## src/rtl/updown_mod_ctr.sv

```systemverilog
// Parametrised up/down modulo counter: load, enable, wrap/saturate mode,
// registered terminal-count pulse and sticky overflow flag.
module updown_mod_ctr #(
  parameter int              WIDTH     = 4,
  parameter logic [WIDTH-1:0] MAX_VAL   = {WIDTH{1'b1}},
  parameter logic [WIDTH-1:0] RESET_VAL = {WIDTH{1'b0}}
) (
  input  logic             clk,
  input  logic             rst,
  input  logic             en,
  input  logic             up_dn,
  input  logic             sat,
  input  logic             load,
  input  logic [WIDTH-1:0] load_val,
  input  logic             clr_ovf,
  output logic [WIDTH-1:0] cnt,
  output logic             tc,
  output logic             ovf
);

  localparam logic [WIDTH-1:0] CNT_ZERO = {WIDTH{1'b0}};
  localparam logic [WIDTH-1:0] CNT_ONE  = WIDTH'(1'b1);

  logic [WIDTH-1:0] cnt_q, cnt_d;
  logic             tc_q, tc_d;
  logic             ovf_q, ovf_d;
  logic             evt_s;

  // Next-state: load beats enable; boundaries use explicit compares so
  // non-power-of-two moduli wrap correctly.
  always_comb begin
    cnt_d = cnt_q;
    evt_s = 1'b0;
    if (load) begin
      if (load_val > MAX_VAL) begin
        cnt_d = MAX_VAL;
      end else begin
        cnt_d = load_val;
      end
    end else if (en) begin
      if (up_dn) begin
        if (cnt_q == MAX_VAL) begin
          evt_s = 1'b1;
          cnt_d = sat ? MAX_VAL : CNT_ZERO;
        end else begin
          cnt_d = cnt_q + CNT_ONE;
        end
      end else begin
        if (cnt_q == CNT_ZERO) begin
          evt_s = 1'b1;
          cnt_d = sat ? CNT_ZERO : MAX_VAL;
        end else begin
          cnt_d = cnt_q - CNT_ONE;
        end
      end
    end else begin
      cnt_d = cnt_q;
    end
    tc_d = evt_s;
    // A boundary event in the same cycle as a clear keeps the flag set.
    if (evt_s) begin
      ovf_d = 1'b1;
    end else if (clr_ovf) begin
      ovf_d = 1'b0;
    end else begin
      ovf_d = ovf_q;
    end
  end

  // State registers with synchronous active-low reset.
  always_ff @(posedge clk) begin
    if (!rst) begin
      cnt_q <= RESET_VAL;
      tc_q  <= 1'b0;
      ovf_q <= 1'b0;
    end else begin
      cnt_q <= cnt_d;
      tc_q  <= tc_d;
      ovf_q <= ovf_d;
    end
  end

  assign cnt = cnt_q;
  assign tc  = tc_q;
  assign ovf = ovf_q;

endmodule

```

## config.mk

```make
export PLATFORM = sky130hd
export DESIGN_NAME = updown_mod_ctr
export DESIGN_NICKNAME = d
export VERILOG_FILES = /design/src/rtl/updown_mod_ctr.sv
export SDC_FILE = /design/constraint.sdc
export NUM_CORES = 1
export LEC_CHECK = 0
export BUFFER_PORTS_ARGS = -buffer_cell sky130_fd_sc_hd__buf_4
export CORE_MARGIN = 5
export CORE_UTILIZATION = 38
export CTS_CLUSTER_DIAMETER = 40
export DETAILED_ROUTE_END_ITERATION = 10
export HOLD_SLACK_MARGIN = 0.02
export PLACE_DENSITY = 0.75
export SLEW_MARGIN = 20
export SYNTH_ARGS = -nofsm -noshare
export SYNTH_HDL_FRONTEND = slang
export SYNTH_SLANG_ARGS = --single-unit
```

## constraint.sdc

```tcl
create_clock -name clk -period 2.7 [get_ports clk]
set_input_delay 0.54 -clock clk [delete_from_list [all_inputs] [get_ports clk]]
set_output_delay 0.54 -clock clk [all_outputs]
set_load 0.02 [all_outputs]
```

# Yosys cells after proc, flatten, opt, wreduce, memory -nomap -nowiden

Index checks and enable logic that the tools add are counted.
W data, S select, Z words.

Register bits after elaboration: 6
Word-level logic and storage cells: 25

Add/sub/neg operators: 2
$lt $le $gt $ge: 1
Equality and inequality tests: 1
Mux-type cells: 15
Reduce and logical (&&, ||, !) cells: 3

Operator list:

| operator              | number |
|---|---|
| $mux W4               | 8 |
| $mux W1               | 7 |
| $add A4 B1 Y4 const B | 1 |
| $eq A4 B4 Y1 const B  | 1 |
| $gt A4 B4 Y1 const B  | 1 |
| $logic_not A4 Y1      | 1 |
| $reduce_bool A2 Y1    | 2 |
| $sub A4 B1 Y4 const B | 1 |

# Depth between registers and ports, before layout

Gate-level depths: netlist of the first run.

Depth in word-level cells: 6
Gate-level depth with buffers: 6

# Worst setup path after synthesis of the first run

No wires, ideal clock.

Path kind: register to register
From: reg cnt_q[0], in the netlist cnt[0]
To: reg cnt_q[3], in the netlist cnt[3]
Setup time: 0.095 ns
Data arrival time: 1.572 ns
Slack: 1.033 ns
Cell stages (with the launch flop): 7
Clock period less this slack: 1.667 ns
Cells stage by stage: dfxtp_1 > inv_1 > ha_1 > a21oi_1 > a21oi_1 > or4_1 > o311ai_1

Word-level cells in the longest chain between the ends: 5
Elaborated cells on any way between the ends: 9
Those cells by class: add/sub (2); eq/ne (1); mux (5); reduce/logical (1)

Ends and longest elaborated chain:

| what                                  | line   | text |
|---|---|---|
| from (decl)                           | 24     | `logic [WIDTH-1:0] cnt_q, cnt_d;` |
| from (signal assigned)                | 77     | `cnt_q <= cnt_d;` |
| $sub A4 B1 Y4 (tied with other cells) | 53     | `cnt_d = cnt_q - CNT_ONE;` |
| $mux W4, on equally long branches     | 49, 42 |  |
| $mux W4 *                             | 41     | `if (up_dn) begin` |
| $mux W4 *                             | 40     | `end else if (en) begin` |
| $mux W4 *                             | 34     | `if (load) begin` |

Mark *: on every way between the ends. The rest lies on a longest branch, timed or not. The select of a mux whose other input is x is not followed.
A chain may end at the register's enable or synchronous reset.

# Worst setup path after layout of the first run

Ends and elaborated chain as after synthesis.

==> results of run 1 <==
## layout by cell type (no fill, tap or decap), types with 2 or more instances in the layout
cell type and instances:
nand2b_1 4, inv_1 4, a21oi_1 5, dfxtp_1 6, clkbuf_4 3, nand2_1 7
and2_1 2, nor2_1 3, ha_1 2, nor2b_1 2, o21ai_0 5, buf_4 16
## layer usage
metal / GRT usage (%) / part of all wire (%) / vias to the layer above
met5: 0 / 0 / -
met4: 1.66 / 0 / 0
met3: 4.69 / 6.0 / 0
met2: 21.2 / 49 / 24
met1: 15.6 / 45 / 235
li1: - / - / 278
## how the worst min path moves through the flow
stage                     from  end  slack (ns)  cells past startpoint
after CTS                  ovf  ovf        0.49                      2
after global routing       ovf  ovf        0.52                      2
after floorplan            ovf  ovf        0.55                      2
final                      ovf  ovf        0.49                      2
after global placement     ovf  ovf        0.47                      2
after detailed placement   ovf  ovf        0.48                      2
## stage by stage
stage | power [W] | worst slack, ns | hold WS, ns
CTS | 0.000279 | 0.999 | 0.487
global route | 0.000294 | 0.830 | 0.518
floorplan | 0.000160 | 1.03 | 0.553
global placement | 0.000191 | 1.08 | 0.470
finish | 0.000277 | 0.983 | 0.488
detailed placement | 0.000192 | 1.01 | 0.481
## layout make-up
cell class              instances  area [µm²]  share of cell area [%]
multi-input cells              53         354                    54.4
flip-flops and latches          6         120                    18.5
repair buffers                 16         120                    18.5
clock buffers                   3        22.5                    3.46
well taps                      15        18.8                    2.88
inverters                       4        15.0                    2.31
## worst max-delay path, cell delays in order, from the launching register on
cell      delay [ns]
dfxtp_1         0.42
inv_1           0.11
ha_1            0.27
a21oi_1         0.15
a21oi_1         0.07
or4_1           0.47
o311ai_1        0.11
## kinds of logic (layout without fill, tap and decap cells)
logic type / Yosys count / after routing / synth area share (%)
simple gates: 29 / 29 / 34.7
compound gates: 21 / 21 / 27.6
buf+inv: 7 / 23 / 7.33
fa+ha+maj: 2 / 2 / 4.89
flops: 6 / 6 / 23.5
mux: 1 / 1 / 1.96
## state kept, by name (all words and copies together), names as in the netlist
signal and flops:
ovf 1, tc 1, cnt 4
## power by group through the flow
| stage | registers, W | clock network, W | logic, W |
|---|---|---|---|
| 6_report | 0.000107 | 0.0000858 | 0.0000843 |
| 5_1_grt | 0.000109 | 0.0000931 | 0.0000921 |
| 4_1_cts | 0.000107 | 0.0000889 | 0.0000835 |
| 3_5_place_dp | 0.000109 | 0 | 0.0000833 |
| 3_3_place_gp | 0.000109 | 0 | 0.0000823 |
| 2_1_floorplan | 0.000109 | 0 | 0.0000513 |
==> impl_metrics.toml, run 1 <==
[status]
status = "completed"

[detailed_routing]
drc = 0
num_vias = 537
totalWireLength_um = 1270
firstDrtPassIters = 6
ant_nets = 0
drtIter0Drc = 18
routedWlPerCell_um = 13.1
via_per_inst = 5.54

[pwr]
power_density_mw_per_mm2 = 426
pwr-share-comb_pct = 30.4
irDropWorstVdd_v = 0.000241
switching_power_w = 0.0000907
p_clk_share_pct = 30.9
seqPwrFrac_pct = 38.7
sw_frac_of_total_pct = 32.7
p_leak_nw = 0.270
intPower_w = 0.000187

[sta]
max_freq_ghz = 0.582
rsz0062_at_grt = "false"
finalCriticalPeriod_ns = 1.72
slew-limit-headroom_pct = 72.0
finClkSkew_ns = 0.00589
period_share_pct = 63.6
tightest_slew_ns = 0.419
fin_tns_setup_ns = 0
finalSetupViolations = 0
finalMaxSlewViolations = 0
hold_viol_final = 0

[floorplanning]
die_x_um = 46.7
core-area_mm2 = 0.00128
row_count = 13
dieArea_mm2 = 0.00218
initial_utilization_pct = 39.8
die_h_um = 46.7
io_pins = 17

[layout]
antenna_cells = 0
fin_nets = 97
final_util_pct = 50.6
fillCellCount = 131
drive_gt1_share_pct = 26.8
fin_cells = 97
area_growth_pct = 27.1
postLayoutCellArea_um2 = 651

[synth]
synth_edf_count = 0
synth-seq-area-share_pct = 23.5
synth.top_cells.by_count = "nand2_1, dfxtp_1, a21oi_1, o21ai_0"
syn_inst = 66
synth_flop_cell = "dfxtp_1"
postSynthRegisterBits = 6
synth_area_leaders = "dfxtp_1, nand2_1, a21oi_1"
yosys_warnings = 0
syn_avg_cell_area_um2 = 7.75
syn-cell-area_um2 = 512
yosysTopAreaCellShare_pct = 23.5
async_reset_ff_share_pct = 0
synth.distinct_cells = 34
synth_nets = 79
yosysTopAreaCell = "dfxtp_1"
yosysMostFrequentCell = "nand2_1"

[critical_path]
end_kind = "register"
cp-endpoint = "cnt[3]"
r2r_start = "cnt[0]"
cp-startpoint = "cnt[0]"
cp-start-kind = "register"
r2r-end = "cnt[3]"
worstPathRequired_ns = 2.84
cp.arrival_ns = 1.86
path_class = "register to register"
r2r_cells = 6
r2r_slack_ns = 0.98
cp_max_fo = 7

[placed_design]
dpl.hpwl_um = 982
gp_congestion = 0.825
port_buffers = 16
dp_cells = 94
dpl_cell_area_um2 = 628

[min_path]
hp-class = "register to register"

[global_routing]
track_usage_pct = 12.6
overflow = 0
grt_pass1_wl_um = 1970
grt_pass1_vias = 465
antenna_found_initial = 0
grt_start_max_net_pins = 13

[clock_network]
cts_htree_levels = 1
tritoncts = "done"
cts_setup_buffers = 0
numCtsBuffers = 3
root_buffer = "clkbuf_4"
cts_resized = 0
clk_pin_slew_ns = 0.05
cts_sinks = 6
clock_path_buffers = 2
clk_latency_ns = 0.25
holdBufCountCts = 0

[job]
cap_violations = 0
No activity file was read; power rests on OpenSTA's default activity.
==> inputs of run 2 (changes only) <==
--- a/config.mk
+++ b/config.mk
@@ -11,7 +11,7 @@
 export CTS_CLUSTER_DIAMETER = 40
 export DETAILED_ROUTE_END_ITERATION = 10
 export HOLD_SLACK_MARGIN = 0.02
-export PLACE_DENSITY = 0.75
+export PLACE_DENSITY = 0.77
 export SLEW_MARGIN = 20
 export SYNTH_ARGS = -nofsm -noshare
 export SYNTH_HDL_FRONTEND = slang
==> constraint.sdc (replaced) <==
create_clock -name clk -period 1.5 [get_ports clk]
set_input_delay 0.3 -clock clk [delete_from_list [all_inputs] [get_ports clk]]
set_output_delay 0.3 -clock clk [all_outputs]
set_load 0.02 [all_outputs]
==> impl_metrics.toml, run 2 (synthesized netlist as in run 1, its figures left out) <==
[status]
status = "completed"

[critical_path]
crit_family = "compound AO/OA/AOI/OAI gates"
r2r_start = "cnt[0]"
cp_max_fo = 5
cp.arrival_ns = 1.60
r2r-end = "cnt[0]"
cp-endpoint = "cnt[0]"
max_stage_delay_ns = 0.36
worstPathRequired_ns = 1.65
slowest_stage = "dfxtp_4"
worst-path-buf-inv = 0
path_class = "register to register"
cp-startpoint = "cnt[0]"
r2r_cells = 5
r2r_slack_ns = 0.04
crit_chain = "ha_2 -> and4_1 -> a21oi_1 -> nand2_1 -> a22o_1"
cp-start-kind = "register"
cp.depth = 5
end_kind = "register"

[floorplanning]
initial_utilization_pct = 39.8
dieArea_mm2 = 0.00218
core-area_mm2 = 0.00128
io_pins = 17
die_x_um = 46.7
row_count = 13
die_h_um = 46.7

[pwr]
seqPwrFrac_pct = 33.9
irDropWorstVdd_v = 0.000611
p_leak_nw = 0.306
pwr-share-comb_pct = 34.9
intPower_w = 0.000374
p_clk_share_pct = 31.2
power_w = 0.000559
switching_power_w = 0.000185
sw_frac_of_total_pct = 33.1
power_density_mw_per_mm2 = 755

[clock_network]
clk_latency_ns = 0.25
clk_pin_slew_ns = 0.06
numCtsBuffers = 3
tritoncts = "done"
clock_path_buffers = 2
cts_htree_levels = 1
root_buffer = "clkbuf_4"
cts_setup_buffers = 0
cts_sinks = 6

[placed_design]
gp_congestion = 0.783
port_buffers = 16
post-place-ws_ns = -0.00814
dpl.hpwl_um = 1080

[sta]
finalSetupViolations = 0
max_freq_ghz = 0.686
slew-limit-headroom_pct = 69.9
period_share_pct = 97.2
rsz0062_at_grt = "true"
setup_slack_ns = 0.0419
finalMaxSlewViolations = 0
hold_viol_final = 0
finalCriticalPeriod_ns = 1.46
finClkSkew_ns = 0.00518
tightest_slew_ns = 0.450

[layout]
drive_gt1_share_pct = 41.1
antenna_cells = 0
area_growth_pct = 44.5
largest_reg_flops = 4
final_cell_mix = "buf_4, nand2_1, o21ai_0, a21oi_1, nand2b_1"
final_util_pct = 57.5
final_common_cell = "buf_4"
fin_nets = 104

[global_routing]
grt_start_max_net_pins = 13
track_usage_pct = 14.1
grt_pass1_wl_um = 2160
overflow = 0
antenna_found_initial = 0
grt_pass1_vias = 498

[detailed_routing]
ant_nets = 0
via_per_inst = 5.74
wl_met2_um = 762
wl_met1_um = 650
totalWireLength_um = 1530
routedWlPerCell_um = 14.6
top_layer_used = "met4"
firstDrtPassIters = 4
num_vias = 603
drc = 0
drtIter0Drc = 12
routed-wl-met3_um = 96

[min_path]
holdPathStages = 2
hp-class = "primary input to register"

[job]
cap_violations = 0
==> run 2: cell count changes in the layout (fill, tap and decap cells not counted), moves of 2 or more <==
cell	delta
inv_1	-2
dfxtp_1	-3
buf_4	+7
ha_1	-2
dfxtp_4	+2
inv_2	+2
==> run 2: timing repair <==
| item | 4_1_cts | 5_1_grt |
|---|---|---|
| pin swaps | 0 | 1 |
| hold buffers | 0 | 0 |
| cloned | 0 | 0 |
| endpoints found under the setup margin | 1 | 3 |
| gates resized for setup | 1 | 7 |
==> run 2: through the flow <==
step	hold slack, ns	setup TNS (ns)	cells	area, µm²
2_1_floorplan	0.416	0	66	519
3_3_place_gp	0.471	0	101	688
3_5_place_dp	0.483	-0.00814	101	688
4_1_cts	0.313	0	105	717
5_1_grt	0.301	-0.0396	105	739
6_report	0.309	0	105	739
==> run 2: power groups by stage <==
stage	Clock, W	Sequential [W]	Combinational [W]
after floorplan	0	0.000196	0.0000923
final	0.000174	0.000189	0.000195
after detailed placement	0	0.000190	0.000178
after CTS	0.000174	0.000187	0.000180
after global placement	0	0.000189	0.000176
after global routing	0.000195	0.000191	0.000210
==> run 2: how the worst min path moves through the flow <==
stage	to	slack (ns)	start
finish	cnt[0]	0.31	rst
global route	cnt[0]	0.30	rst
CTS	cnt[0]	0.31	rst
detailed placement	ovf	0.48	ovf
global placement	ovf	0.47	ovf
floorplan	cnt[3]	0.42	rst
==> run 2: cell type report <==
class	count	area, µm²
fill	124	546
multi-input combinational	53	378
timing repair buffer	23	173
tap	15	18.8
inverter	4	15.0
clock buffer	4	26.3
sequential	6	129
==> run 2: per-layer routing <==
layer,up-vias,track usage (%)
met4,0,1.66
met1,282,19.6
met5,-,0
met3,2,5.86
li1,292,-
met2,27,20.9
